File: config.mk
export PLATFORM = sky130hd
export DESIGN_NAME = r2sdf_stage
export DESIGN_NICKNAME = d
export VERILOG_FILES = /design/src/rtl/r2sdf_stage.sv
export SDC_FILE = /design/constraint.sdc
export NUM_CORES = 1
export LEC_CHECK = 0
export BUFFER_PORTS_ARGS = -buffer_cell sky130_fd_sc_hd__buf_2
export CORE_ASPECT_RATIO = 1.75
export CORE_MARGIN = 5
export CORE_UTILIZATION = 50
export DETAILED_ROUTE_END_ITERATION = 6
export GPL_ROUTABILITY_DRIVEN = 0
export PLACE_DENSITY = 0.66
export SLEW_MARGIN = 20
export SYNTH_ARGS = -nofsm -noshare
export SYNTH_HDL_FRONTEND = slang
export SYNTH_SLANG_ARGS = --single-unit
File: constraint.sdc
create_clock -name clk -period 38.7 [get_ports clk]
set_input_delay 7.74 -clock clk [delete_from_list [all_inputs] [get_ports clk]]
set_output_delay 7.74 -clock clk [all_outputs]
set_load 0.05 [all_outputs]
File: src/rtl/r2sdf_stage.sv
// Radix-2 single-path delay-feedback FFT stage with frame backpressure,
// mid-frame stalls and self-draining of the final frame's differences.
module r2sdf_stage #(
  parameter int IN_W    = 11,
  parameter int DEPTH   = 16,
  parameter int TW_MODE = 0,
  parameter int SCALE   = 0,
  localparam int OUT_W  = IN_W + 1 - SCALE
) (
  input  logic                    clk,
  input  logic                    rst,
  input  logic                    valid_i,
  output logic                    ready_o,
  input  logic signed [IN_W-1:0]  data_in_r,
  input  logic signed [IN_W-1:0]  data_in_i,
  output logic                    valid_o,
  output logic signed [OUT_W-1:0] data_out_r,
  output logic signed [OUT_W-1:0] data_out_i,
  output logic                    busy_o
);

  // state   | meaning
  // S_IDLE  | fill: store first half of a frame, no output
  // S_BFLY  | second half: emit sums, store (twiddled) differences
  // S_OVL   | emit stored differences while filling the next frame
  // S_DRAIN | no new frame arrived: flush remaining differences, ready_o=0
  typedef enum logic [1:0] {S_IDLE, S_BFLY, S_OVL, S_DRAIN} state_t;

  localparam int KW = $clog2(DEPTH);
  localparam int DW = IN_W + 1;

  state_t                r_state, w_state_nx;
  logic [KW-1:0]         r_k, w_k_nx;
  logic signed [DW-1:0]  r_fifo_r [DEPTH];
  logic signed [DW-1:0]  r_fifo_i [DEPTH];
  logic                  r_valid;
  logic signed [OUT_W-1:0] r_data_r, r_data_i;

  logic                  w_shift, w_out_vld, w_k_last, w_rot;
  logic signed [DW-1:0]  w_head_r, w_head_i, w_x_r, w_x_i;
  logic signed [DW-1:0]  w_sum_r, w_sum_i, w_dif_r, w_dif_i;
  logic signed [DW-1:0]  w_dtw_r, w_dtw_i, w_wr_r, w_wr_i, w_out_r, w_out_i;
  logic signed [OUT_W-1:0] w_sc_r, w_sc_i;

  assign w_head_r = r_fifo_r[DEPTH-1];
  assign w_head_i = r_fifo_i[DEPTH-1];
  assign w_x_r    = {data_in_r[IN_W-1], data_in_r};
  assign w_x_i    = {data_in_i[IN_W-1], data_in_i};
  assign w_sum_r  = w_head_r + w_x_r;
  assign w_sum_i  = w_head_i + w_x_i;
  assign w_dif_r  = w_head_r - w_x_r;
  assign w_dif_i  = w_head_i - w_x_i;

  // Multiply by -j in the upper half of k; |dif| < 2^IN_W so negation is safe.
  assign w_rot    = (TW_MODE != 0) && r_k[KW-1];
  assign w_dtw_r  = w_rot ? w_dif_i : w_dif_r;
  assign w_dtw_i  = w_rot ? -w_dif_r : w_dif_i;

  assign w_k_last = (r_k == KW'(DEPTH - 1));

  always_comb begin
    w_state_nx = r_state;
    w_k_nx     = r_k;
    w_shift    = 1'b0;
    w_wr_r     = w_x_r;
    w_wr_i     = w_x_i;
    w_out_vld  = 1'b0;
    w_out_r    = w_head_r;
    w_out_i    = w_head_i;
    case (r_state)
      S_IDLE: begin
        if (valid_i) begin
          w_shift = 1'b1;
          w_k_nx  = r_k + KW'(1);
          if (w_k_last) w_state_nx = S_BFLY;
        end
      end
      S_BFLY: begin
        if (valid_i) begin
          w_shift   = 1'b1;
          w_out_vld = 1'b1;
          w_out_r   = w_sum_r;
          w_out_i   = w_sum_i;
          w_wr_r    = w_dtw_r;
          w_wr_i    = w_dtw_i;
          w_k_nx    = r_k + KW'(1);
          if (w_k_last) w_state_nx = S_OVL;
        end
      end
      S_OVL: begin
        if (valid_i) begin
          w_shift   = 1'b1;
          w_out_vld = 1'b1;
          w_k_nx    = r_k + KW'(1);
          if (w_k_last) w_state_nx = S_BFLY;
        end else if (r_k == '0) begin
          // Frame boundary with no new sample: start flushing on our own.
          w_shift    = 1'b1;
          w_out_vld  = 1'b1;
          w_wr_r     = '0;
          w_wr_i     = '0;
          w_k_nx     = KW'(1);
          w_state_nx = S_DRAIN;
        end
      end
      S_DRAIN: begin
        w_shift   = 1'b1;
        w_out_vld = 1'b1;
        w_wr_r    = '0;
        w_wr_i    = '0;
        w_k_nx    = r_k + KW'(1);
        if (w_k_last) w_state_nx = S_IDLE;
      end
      default: ;
    endcase
  end

  assign w_sc_r = OUT_W'(w_out_r >>> SCALE);
  assign w_sc_i = OUT_W'(w_out_i >>> SCALE);

  always_ff @(posedge clk or posedge rst) begin
    if (rst) begin
      r_state  <= S_IDLE;
      r_k      <= '0;
      r_valid  <= 1'b0;
      r_data_r <= '0;
      r_data_i <= '0;
      for (int i = 0; i < DEPTH; i++) begin
        r_fifo_r[i] <= '0;
        r_fifo_i[i] <= '0;
      end
    end else begin
      r_state <= w_state_nx;
      r_k     <= w_k_nx;
      r_valid <= w_out_vld;
      if (w_out_vld) begin
        r_data_r <= w_sc_r;
        r_data_i <= w_sc_i;
      end
      if (w_shift) begin
        for (int i = DEPTH - 1; i > 0; i--) begin
          r_fifo_r[i] <= r_fifo_r[i-1];
          r_fifo_i[i] <= r_fifo_i[i-1];
        end
        r_fifo_r[0] <= w_wr_r;
        r_fifo_i[0] <= w_wr_i;
      end
    end
  end

  assign ready_o    = (r_state != S_DRAIN);
  assign busy_o     = (r_state != S_IDLE);
  assign valid_o    = r_valid;
  assign data_out_r = r_data_r;
  assign data_out_i = r_data_i;

endmodule
======== Word-level counts from Yosys, hierarchy flattened ========
Cells that the tools add are included.
cells by class
  add/subtract/negate cells ............... 5
  equality and inequality tests ........... 11
  multiplexer cells ....................... 29
  reduce and logical (&&, ||, !) cells .... 6
operators by type and width
  kind                                                                     number
  12-bit two-way mux                                                       10
  12-bit case mux with 3 select lines                                      2
  12-bit by 11-bit adder with 12-bit output                                2
  12-bit by 11-bit subtractor with 12-bit output                           2
  2-bit two-way mux                                                        7
  4-bit two-way mux                                                        3
  4-bit case mux with 3 select lines                                       1
  2-bit inequality test, second input constant                             5
  2-bit case mux with 4 select lines                                       1
  1-bit case mux with 3 select lines                                       2
  5-bit AND reduction                                                      1
  4-bit by 1-bit adder with 4-bit output, second input constant            1
  2-bit equality test, second input constant                               2
  4-bit equality test, second input constant                               1
  4-bit zero test                                                          1
  1-bit two-way mux                                                        3
  3-bit inequality test, second input constant                             1
  2-bit by 1-bit equality test with 1-bit output, second input constant    1
  2-bit zero test                                                          1
  2-bit by 1-bit inequality test with 1-bit output, second input constant  1
  2-bit AND reduction                                                      1
  2-bit nonzero test                                                       1
  2-bit OR reduction                                                       1
word-level totals
  flip-flop bits (word level) ............. 415
  output and inout port bits .............. 27
  word-level logic and storage cells ...... 88

======== Longest topological paths before layout ========
  depth after elaboration ................. 4
  gate-level depth with buffers ........... 10
  mapped depth without buffers ............ 9

======== Worst setup path before layout ========
OpenSTA, ideal clock, no wires.
  kind .................................... input to register
  start point ............................. input data_in_r[1]
  end point ............................... register r_fifo_r[191] in the netlist's numbering
  setup time .............................. 119 ps
  data arrival time ....................... 9498 ps
  required time ........................... 38581 ps
  slack ................................... 29084 ps
  stages on the path ...................... 8
  path buffers ............................ 0
  path through ............................ inv_1 ha_1 nor2b_4 o31a_2 o41a_4 a311o_1 xor2_1 o21a_1
between the ends
  word-level cells in the longest chain between the ends .. 3
ends and longest elaborated chain
  element                                         RTL line  source
  from (decl)                                     14        input logic signed [IN_W-1:0] data_in_r,
  12-bit by 11-bit subtractor with 12-bit output  51        assign w_dif_r = w_head_r - w_x_r;
  12-bit two-way mux                              79        if (valid_i) begin
  12-bit case mux with 3 select lines             70        case (r_state)
  to (signal, indexed assignment)                 142       r_fifo_r[i] <= r_fifo_r[i-1];
  to (decl)                                       34        logic signed [DW-1:0] r_fifo_r [DEPTH];
No other way between the ends.
A chain may end at the register's enable or synchronous reset.

======== Final worst setup path ========
  start point ............................. input valid_i
  end point ............................... register r_fifo_r[147] in the netlist's numbering
between the ends
  word-level cells in the longest chain between the ends .. 2
  elaborated cells on any way between the ends .. 3
ends and longest elaborated chain
  element                                      RTL line    source
  from (decl)                                  12          input logic valid_i,
  1-bit two-way mux, on equally long branches  91, 72, 79
  1-bit case mux with 3 select lines *         70
Mark *: on every way between the ends. The rest lies on a longest branch, timed or not.

==> Implementation_results.wiki <==
{| class="wikitable"
! Metric !! Value
|-
| Combinational Power Share || between 30% and 40%
|-
| Avg Cell Area, Syn || between 8 and 9 µm²
|-
| Drt first-iter violations || between 900 and 1000
|-
| Setup violations, final || 0
|-
| Ports || between 50 and 60
|-
| EDFF count, synth || 0
|-
| Minimum clock period after layout || approximately 11 ns
|-
| Status || finished clean
|-
| Cell variety after synth || 57
|-
| Num rows || between 90 and 100
|-
| Count of nets after finishing || around 2200
|-
| Worst Hold Path Cells || 2
|-
| Height of the die || between 200 and 300 µm
|-
| Maximum clock frequency || just under 0.09 GHz
|-
| Synthesized-area fraction occupied by ao, oa, aoi and oai cells || under 10%
|-
| Signal arrival time at the worst endpoint || 11.69 ns
|-
| Tightest Hold Check Type || flop to flop
|-
| Register-to-register setup slack || around 34 ns
|-
| Post-synthesis mux area share || less than 1%
|-
| Max-Cap Viols || 0
|-
| RR Endpoint || r_fifo_r[147]
|-
| Accumulated negative setup slack || 0 ns
|-
| First-pass GRT wire length || between 60000 and 70000 µm
|-
| CTS Buffer Depth || 3
|-
| Basic-gate share of the synthesized area counting and, or, nand and nor cells || a little over a quarter
|-
| Area of the die || a little over 40000 µm²
|-
| H-tree Lvls || 2
|-
| Number of buffers added on ports || roughly 50
|-
| Antenna Nets Post-Route || 0
|-
| Number of vias after detailed routing || 13165
|-
| Antenna violations before repair || 1
|-
| Fraction of power spent switching nets || ~37%
|-
| Most frequently used flop master after synthesis || sky130_fd_sc_hd__dfrtp_1
|-
| Number of CTS-inserted buffers || 39
|-
| Startpoint kind of the worst setup timing path || input port
|-
| Area of the mapped netlist || 18100 µm²
|-
| Req. time, crit path || between 30 and 40 ns
|-
| Post-CTS setup repair buffer count || 0
|-
| Synthesized-area fraction occupied by xor and xnor cells || between 1.5 and 2%
|-
| Worst clock skew || 0.0271 ns
|-
| Power per cell area || a little over 80 nW/µm²
|-
| Adder-cell share of the synthesized area || ~3.6%
|-
| Worst-margin pin slew || 0.997 ns
|-
| Fraction of the yosys area taken by sequential cells || between 50% and 60%
|-
| RSZ-0062 raised after global routing || no
|-
| Number of global-route vias before repair || approximately 13000
|-
| Final wirelength || 36300 µm
|-
| FF-to-FF Start || r_k[0]
|-
| GRT Residual Overflow || 0
|-
| CP Class || input port to flop
|-
| Largest family of logic cells by synthesized area || simple AND/OR/NAND/NOR gates
|-
| Share of total power in sequential cells || between 40% and 50%
|-
| Final max-slew violation count || 0
|-
| Synthesized netlist cell count || around 2100
|-
| Number of sinks handled by clock tree synthesis || slightly above 400
|-
| Part of the power in the clock network || roughly 25%
|-
| Avg Vias per Cell || 5.08
|-
| Placed standard-cell area || around 19000 µm²
|-
| Core Region || around 36000 µm²
|-
| Seq cells post-synth || 415
|-
| Final period util || 29.0%
|-
| Horizontal die dimension || between 150 and 200 µm
|-
| Crit path max fanout || 106
|-
| Worst vdd ir || between 0.04 and 0.05 mV
|-
| Starting density of the core || ~50%
|-
| Async S/R FF share, synth || 100%
|-
| Net count after synthesis || between 2000 and 2500
|-
| FF-to-FF path depth || 11
|-
| Hold Path End || r_fifo_r[87]
|-
| Static leakage power || 10.8 nW
|-
| Number of detailed-routing iterations run before antenna repair || 5
|-
| Total non-filler cell area in the finished layout || approximately 20000 µm²
|-
| Relative slew slack || roughly a third
|-
| Wire length per cell || around 14 µm
|-
| P_sw || between 0.6 and 0.7 mW
|-
| Number of hold buffers added after CTS || 0
|-
| Startpoint of the lowest-slack hold path || r_fifo_r[99]
|-
| Worst-path clk slew || ~0.060 ns
|-
| Latest clock arrival within the worst-skew pair || 0.54 ns
|-
| Maximum number of pins on one net before global-route repair || 266
|-
| Cell Int Power || between 1 and 1.5 mW
|-
| Post-cts repair resize count || 0
|-
| Ratio of cells with drive above 1 in the final layout || about 6.5%
|-
| Layout Utilization || a little under three fifths
|-
| HPWL Detailed || roughly 23000 µm
|-
| Crit path capture type || flop
|-
| Total GRT Usage || between 10% and 20%
|-
| Cell at the root of the clock tree || sky130_fd_sc_hd__clkbuf_16
|-
| Area delta synth->final || 10.5%
|-
| Post-detailed-route DRC marker count || 0
|-
| CTS tree || built
|-
| Final Hold Vio Count || 0
|-
| YS warnings || 0
|}
cells in the mapped netlist (all sizes together), types with 2 or more instances:
cell type,n,area (µm²)
a211oi,7,52.6
a21boi,3,22.5
a21o,4,30.0
a21oi,49,245
a221oi,9,78.8
a22o,3,26.3
a22oi,5,37.5
a311o,2,20.0
a311oi,2,17.5
a31oi,4,25.0
and2,3,18.8
and3,3,18.8
buf,67,322
clkbuf,47,176
dfrtp,415,10400
fa,4,80.1
ha,46,576
inv,50,188
mux2i,5,50.1
nand2,1125,4220
nand2b,11,68.8
nand3,13,65.1
nand3b,3,22.5
nor2,60,228
nor2b,10,70.1
nor3,10,50.1
nor4,3,18.8
o211ai,9,67.6
o21a,6,45.0
o21ai,53,265
o21bai,7,52.6
o221ai,2,17.5
o22ai,3,18.8
o31ai,4,30.0
or2,3,18.8
or3,4,25.0
xnor2,27,236
xor2,7,61.3
worst max-delay path: stages:
cell,delay [ns]
sky130_fd_sc_hd__buf_2,0.35
sky130_fd_sc_hd__or2_4,0.77
sky130_fd_sc_hd__buf_4,0.88
sky130_fd_sc_hd__buf_4,0.74
sky130_fd_sc_hd__buf_4,0.58
sky130_fd_sc_hd__buf_12,0.32
sky130_fd_sc_hd__nand2_1,0.10
sky130_fd_sc_hd__nand2_1,0.07
worst max path at each step:
stage                  from            end
global route        valid_i  r_fifo_r[120]
global placement    valid_i   r_fifo_r[34]
finish              valid_i  r_fifo_r[147]
CTS                 valid_i   r_fifo_r[51]
detailed placement  valid_i   r_fifo_r[12]
floorplan               rst  data_out_i[0]
layer usage:
layer / up-vias / GRT usage [%] / wire, µm
met1: 6312 / 24.2 / 16300
li1: 6556 / - / -
met5: - / 0 / 0
met3: 78 / 2.36 / 1220
met2: 219 / 30.7 / 17400
met4: 0 / 7.44 / 1380
power by group through the flow:
stage                     clock, mW  combinational [mW]  sequential, mW
after CTS                     0.422               0.512           0.740
final                         0.410               0.508           0.739
after global placement            0               0.494           0.741
after global routing          0.438               0.584           0.764
after detailed placement          0               0.509           0.746
after floorplan                   0               0.378           0.747
kinds of logic (layout without fill, tap and decap cells):
family,after synthesis,count (layout)
xor gates and xnor gates,34,34
muxes,5,5
buffers and inverters,164,183
AOI/OAI and AO/OA,184,184
and+or+nand+nor,1251,1251
adders and majority gates,50,50
other,0,1
DFF,415,415
cell type report:
class | count | area, µm²
Fill cell | 3310 | 15900
Sequential cell | 415 | 10400
Multi-Input combinational cell | 1524 | 7050
Clock buffer | 50 | 1080
Tap cell | 470 | 588
Timing Repair Buffer | 65 | 409
Clock inverter | 18 | 294
Inverter | 50 | 195
Antenna cell | 1 | 2.50
cells in the final DEF, fill, tap and decap left out, types with 10 or more instances in the layout:
cell type                      n
sky130_fd_sc_hd__dfrtp_1     415
sky130_fd_sc_hd__inv_1        49
sky130_fd_sc_hd__nor2_1       59
sky130_fd_sc_hd__o21ai_0      52
sky130_fd_sc_hd__nor3_1       10
sky130_fd_sc_hd__a21oi_1      49
sky130_fd_sc_hd__nand3_1      13
sky130_fd_sc_hd__ha_1         46
sky130_fd_sc_hd__nand2_1    1125
sky130_fd_sc_hd__buf_4        10
sky130_fd_sc_hd__clkbuf_16    40
sky130_fd_sc_hd__xnor2_1      27
sky130_fd_sc_hd__nand2b_1     11
sky130_fd_sc_hd__buf_2        51
stage by stage:
step,hold WS [ns],setup WS (ns),std cells,power (mW)
detailed placement,0.455,26.78,2522,1.25
global placement,0.448,26.79,2522,1.24
global route,0.481,27.09,2593,1.79
finish,0.453,27.46,2593,1.66
CTS,0.455,27.31,2590,1.67
floorplan,0.439,19.41,2103,1.13
registers in the layout (all words and copies together) (netlist names):
register    flops
w_head_i       12
valid_o         1
r_state         2
r_fifo_r      180
w_head_r       12
r_k             4
r_fifo_i      180
data_out_i     12
data_out_r     12
Power figures use the tool's default switching activity.
